[config.mk]
export PLATFORM = sky130hd
export DESIGN_NAME = ad9361_ctrl_regs
export DESIGN_NICKNAME = d
export VERILOG_FILES = /design/src/rtl/ad9361_ctrl_regs.sv
export SDC_FILE = /design/constraint.sdc
export NUM_CORES = 1
export LEC_CHECK = 0
export ABC_AREA = 1
export ABC_CLOCK_PERIOD_IN_PS = 2800
export BUFFER_PORTS_ARGS = -buffer_cell sky130_fd_sc_hd__clkbuf_2
export CORE_ASPECT_RATIO = 1.75
export CORE_UTILIZATION = 40
export DETAILED_ROUTE_END_ITERATION = 10
export PLACE_DENSITY = 0.69
export SLEW_MARGIN = 10
export SYNTH_ARGS = -nofsm -noshare
export SYNTH_HDL_FRONTEND = slang
export SYNTH_SLANG_ARGS = --single-unit
[constraint.sdc]
create_clock -name clk -period 2.8 [get_ports clk]
set_input_delay 0.14 -clock clk [delete_from_list [all_inputs] [get_ports clk]]
set_output_delay 0.14 -clock clk [all_outputs]
set_load 0.01 [all_outputs]
[src/rtl/ad9361_ctrl_regs.sv]
// ad9361_ctrl_regs: register slave driving the AD9361 control pins.
// Timed self-clearing reset sequence (IDLE -> ASSERT -> SETTLE -> READY),
// gated ENABLE, TXNRX and a general-purpose CTRL_IN bank, full readback.
//
// Ports:
//   clk, rst_n                 clock, asynchronous active-low reset
//   en, wen, addr, din         register bus access (en qualifies, wen=1 write)
//   dout                       registered read data, held until next read
//   ad9361_rstb                RESETB, low while the sequence is in ASSERT
//   ad9361_en                  ENABLE, en register gated by READY
//   ad9361_txnrx, ad9361_ctrl  TXNRX and CTRL_IN bank, follow their registers
//   busy                       high in ASSERT and SETTLE
//   irq                        sticky READY-entry flag (AD9361_CTRL_IRQ_EN only)
//
// Optional feature macro: AD9361_CTRL_IRQ_EN adds irq and register 0x140.
module ad9361_ctrl_regs #(
    parameter logic [17:0] BASE          = 18'h0,
    parameter int unsigned CTRL_W        = 4,
    parameter int unsigned RST_CYCLES    = 1000,
    parameter int unsigned SETTLE_CYCLES = 4096,
    parameter int unsigned POR_SEQ       = 1
) (
    input  logic              clk,
    input  logic              rst_n,
    input  logic              en,
    input  logic              wen,
    input  logic [17:0]       addr,
    input  logic [31:0]       din,
    output logic [31:0]       dout,
    output logic              ad9361_rstb,
    output logic              ad9361_en,
    output logic              ad9361_txnrx,
    output logic [CTRL_W-1:0] ad9361_ctrl,
`ifdef AD9361_CTRL_IRQ_EN
    output logic              irq,
`endif
    output logic              busy
);

    localparam int unsigned MAX_CYC = (RST_CYCLES > SETTLE_CYCLES) ? RST_CYCLES : SETTLE_CYCLES;
    localparam int unsigned CNT_W   = ($clog2(MAX_CYC) < 1) ? 1 : $clog2(MAX_CYC);

    localparam logic [17:0] A_RST    = BASE + 18'h100;
    localparam logic [17:0] A_EN     = BASE + 18'h110;
    localparam logic [17:0] A_TXNRX  = BASE + 18'h114;
    localparam logic [17:0] A_CTRL   = BASE + 18'h120;
    localparam logic [17:0] A_STATUS = BASE + 18'h130;
`ifdef AD9361_CTRL_IRQ_EN
    localparam logic [17:0] A_IRQ    = BASE + 18'h140;
`endif

    typedef enum logic [1:0] {
        S_IDLE   = 2'd0,
        S_ASSERT = 2'd1,
        S_SETTLE = 2'd2,
        S_READY  = 2'd3
    } state_t;

    state_t             state, state_nxt;
    logic [CNT_W-1:0]   cnt, cnt_nxt;
    logic               por_pend;
    logic               en_reg, en_reg_nxt;
    logic               txnrx_nxt;
    logic [CTRL_W-1:0]  ctrl_nxt;
    logic [31:0]        rdata, dout_nxt;
    logic               rstb_nxt, aden_nxt, busy_nxt;
    logic               wr, rd, start;
`ifdef AD9361_CTRL_IRQ_EN
    logic               irq_nxt;
`endif

    // Write data bits beyond the widest register are architecturally ignored.
    logic unused_din;
    assign unused_din = ^din[31:1];

    // Next-state, register updates, read mux and pin values.
    always_comb begin
        state_nxt  = state;
        cnt_nxt    = cnt;
        en_reg_nxt = en_reg;
        txnrx_nxt  = ad9361_txnrx;
        ctrl_nxt   = ad9361_ctrl;
        rdata      = 32'h0;
        wr         = en & wen;
        rd         = en & ~wen;
        start      = wr && (addr == A_RST) && din[0];

        // Counter loads N-1 on entry so each timed state lasts exactly N cycles.
        case (state)
            S_IDLE: begin
                if (por_pend || start) begin
                    state_nxt = S_ASSERT;
                    cnt_nxt   = CNT_W'(RST_CYCLES - 1);
                end
            end
            S_ASSERT: begin
                if (cnt == '0) begin
                    state_nxt = S_SETTLE;
                    cnt_nxt   = CNT_W'(SETTLE_CYCLES - 1);
                end else begin
                    cnt_nxt = cnt - CNT_W'(1);
                end
            end
            S_SETTLE: begin
                if (cnt == '0) begin
                    state_nxt = S_READY;
                end else begin
                    cnt_nxt = cnt - CNT_W'(1);
                end
            end
            S_READY: begin
                if (start) begin
                    state_nxt = S_ASSERT;
                    cnt_nxt   = CNT_W'(RST_CYCLES - 1);
                end
            end
            default: state_nxt = S_IDLE;
        endcase

        if (wr) begin
            if (addr == A_EN)    en_reg_nxt = din[0];
            if (addr == A_TXNRX) txnrx_nxt  = din[0];
            if (addr == A_CTRL)  ctrl_nxt   = din[CTRL_W-1:0];
        end

`ifdef AD9361_CTRL_IRQ_EN
        // Set on READY entry has priority over a same-cycle clear.
        irq_nxt = irq;
        if ((state_nxt == S_READY) && (state != S_READY)) begin
            irq_nxt = 1'b1;
        end else if (wr && (addr == A_IRQ) && din[0]) begin
            irq_nxt = 1'b0;
        end
`endif

        case (addr)
            A_RST:    rdata = {30'h0, busy, (state == S_READY)};
            A_EN:     rdata = {31'h0, en_reg};
            A_TXNRX:  rdata = {31'h0, ad9361_txnrx};
            A_CTRL:   rdata = 32'(ad9361_ctrl);
            A_STATUS: rdata = {state, 30'(cnt)};
`ifdef AD9361_CTRL_IRQ_EN
            A_IRQ:    rdata = {31'h0, irq};
`endif
            default:  rdata = 32'h0;
        endcase

        dout_nxt = rd ? rdata : dout;
        rstb_nxt = (state_nxt != S_ASSERT);
        busy_nxt = (state_nxt == S_ASSERT) || (state_nxt == S_SETTLE);
        aden_nxt = en_reg_nxt && (state_nxt == S_READY);
    end

    // State and output registers.
    always_ff @(posedge clk or negedge rst_n) begin
        if (!rst_n) begin
            state        <= S_IDLE;
            cnt          <= '0;
            por_pend     <= (POR_SEQ != 0);
            en_reg       <= 1'b0;
            ad9361_txnrx <= 1'b0;
            ad9361_ctrl  <= '0;
            dout         <= 32'h0;
            ad9361_rstb  <= 1'b1;
            ad9361_en    <= 1'b0;
            busy         <= 1'b0;
`ifdef AD9361_CTRL_IRQ_EN
            irq          <= 1'b0;
`endif
        end else begin
            state        <= state_nxt;
            cnt          <= cnt_nxt;
            por_pend     <= 1'b0;
            en_reg       <= en_reg_nxt;
            ad9361_txnrx <= txnrx_nxt;
            ad9361_ctrl  <= ctrl_nxt;
            dout         <= dout_nxt;
            ad9361_rstb  <= rstb_nxt;
            ad9361_en    <= aden_nxt;
            busy         <= busy_nxt;
`ifdef AD9361_CTRL_IRQ_EN
            irq          <= irq_nxt;
`endif
        end
    end

endmodule

==> qor.yml <==
ctsResizeCount: 0
nNetsFinal: 439
antenna_left: 0
totalNegativeSetupSlack_ns: 0
insertion_delay_ns: 0.30
syn_to_final_growth_pct: 14.2
cts_buffers: 5
n_antenna_cell: 0
overflow: 0
worstMarginPinSlew_ns: 0.977
syn_avg_cell_area_um2: 7.64
largest_reg_flops: 14
die_h_um: 106
synth_top_area_cell: "dfrtp_1"
grt_max_degree: 39
synth_ff_type: "dfrtp_1"
async_flop_share: 1.00
power_leakage_nw: 1.61
synth_top_area_share: 0.363
critPathSlowestCell: "dfrtp_1"
r2r_start: "cnt[0]$_DFFE_PN0P_"
final_common_cell: "nand2_1"
cp_max_fo: 7
maxSlewViolCount: 0
numPortBuffers: 47
place.gp.congestion: 0.952
fin_hold_ws_ns: -0.0212
crit_type: "flip-flop to flip-flop"
path_clk_slew_ns: 0.08
top_register: "dout"
violations: "hold timing"
yosys_warnings: 0
ioPinCount: 94
hold_buffers: 0
grt_pass1_wl_mm: 9.49
setup_violations: 0
maxCapViolations: 0
top_regs: "dout x14, cnt x12, ad9361_ctrl x4"
cp-startpoint: "cnt[0]$_DFFE_PN0P_"
viasPerCell: 4.88
clockBufferDepth: 2
fin_ws_ns: 0.791
grt_pass1_vias: 2101
fmax_ghz: 0.498
syn_inst: 325
drt_iter0_drc: 78
drc: 0
skew_ns: 0.0107
netlist_area_mm2: 0.00248
post-cts-setup-buffers: 0
dp_hpwl_mm: 4.61
start_util: 0.419
path_cells: "inv_1 > ha_1 > nand2_1 > nor2_4 > nand3_2 > nand3_1 > nand2_1 > inv_1 > ha_1 > a21boi_1"
ys_seq_area_frac: 0.384
drive_gt1_frac: 0.198
synth_area_leaders: "dfrtp_1 36%, nand2_1 12%, nand3_1 6.5%, inv_1 6.2%, buf_4 6.0%"
grt.total_usage: 0.200
maxSlewHeadroom: 0.349
die-area_mm2: 0.00654
worstPathArrival_ns: 2.24
dieWidth_um: 61.6
rows: 37
cts.sinks: 38
h-tree-depth: 2
ys_ff_latch: 38
hold_viol: 19
pre_cts_ws_ns: 0.820
final.period_utilization: 0.717
multi_input_area_mm2: 0.00127
route.vias.total: 2224
n_fill_cell: 616
powerDensity_mw_per_mm2: 845
root_buffer: "clkbuf_8"
yosysUniqueCellTypes: 31
outcome: "finished, violations left"
routed_wl_mm: 5.88
r2r_setup_slack_ns: 0.79
crit_path_max_incr_delay_ns: 0.43
firstDrtPassIters: 4
post-route-min-period_ns: 2.01
antenna_found_initial: 0
start_kind: "flip-flop"
register_area_um2: 953
required_ns: 3.03
synth_edf_count: 0
grt_setup_unrepaired: "false"
hp-class: "input port to asynchronous set/reset pin"
core_area_mm2: 0.00593
final_cell_mix: "82 x nand2_1, 47 x clkbuf_2, 41 x inv_1"
end_kind: "flip-flop"
peakVddDrop_v: 0.000302
cts_tree: "yes"
wire_per_inst_um: 12.9
==> per-stage QoR <==
stage / utilization / power [mW] / area (um2) / cells
floorplan: - / 1.68 / 2550 / 343
finish: 0.478 / 2.39 / 2840 / 456
detailed placement: 0.461 / 1.95 / 2730 / 448
CTS: 0.478 / 2.42 / 2840 / 456
global placement: 0.461 / 1.92 / 2730 / 448
global route: 0.478 / 2.61 / 2840 / 456
==> final timing paths <==
kind,to,depth (start not counted)
hold / removal,dout[2]$_DFFE_PN0P_,1
max in group asynchronous,state[1]$_DFF_PN0_,1
min in group clk,ad9361_ctrl[1]$_DFFE_PN0P_,3
setup reg to reg,ad9361_en$_DFF_PN0_,10
setup / recovery,ad9361_en$_DFF_PN0_,10
hold reg to reg,dout[3]$_DFFE_PN0P_,2
==> worst max-delay path: cells and delay by family, from the launching register on <==
| kind | cells | cell delay (ns) |
|---|---|---|
| and+or+nand+nor | 5 | 0.75 |
| DFF | 1 | 0.43 |
| AOI/OAI and AO/OA | 1 | 0.15 |
| buffers and inverters | 2 | 0.20 |
| adders and majority gates | 2 | 0.39 |
==> power breakdown <==
group	total, mW	leakage (nW)	switching (mW)	internal [mW]
Sequential	0.823	0.487	0.153	0.670
Combinational	1.11	1.07	0.715	0.396
Clock	0.461	0.0524	0.195	0.267
Total	2.39	1.61	1.06	1.33
==> area by class of cell <==
cell class | instances | area share
timing repair buffer | 50 | 0.0909
inverter | 41 | 0.0543
tap | 78 | 0.0344
clock inverter | 1 | 0.0106
clock buffer | 7 | 0.0269
sequential | 38 | 0.336
multi-input combinational | 241 | 0.447
==> synth_stat cells, types with 2 or more instances <==
cell type	n
a21oi_1	5
a22o_1	10
buf_4	20
buf_6	2
dfrtp_1	36
dfstp_2	2
ha_1	8
inv_1	41
nand2_1	82
nand3_1	32
nand3_2	5
nand4_1	9
nor2_1	37
nor2_2	4
nor2_4	2
nor3_1	3
o21ai_0	13
==> cell families after synthesis <==
group | after synthesis | synth area share
compound gates | 32 | 0.0882
xor+xnor | 2 | 0.00706
fa+ha+maj | 8 | 0.0403
buf+inv | 64 | 0.133
flops | 38 | 0.384
other cells | 1 | 0.00151
simple gates | 180 | 0.346
==> routing by layer <==
metal	track usage	up-vias	routed length [um]
met5	0	-	0
met4	0.103	0	178
met3	0.0353	13	194
met2	0.393	69	3380
met1	0.174	1022	2130
li1	-	1120	-
Power figures use the tool's default switching activity.
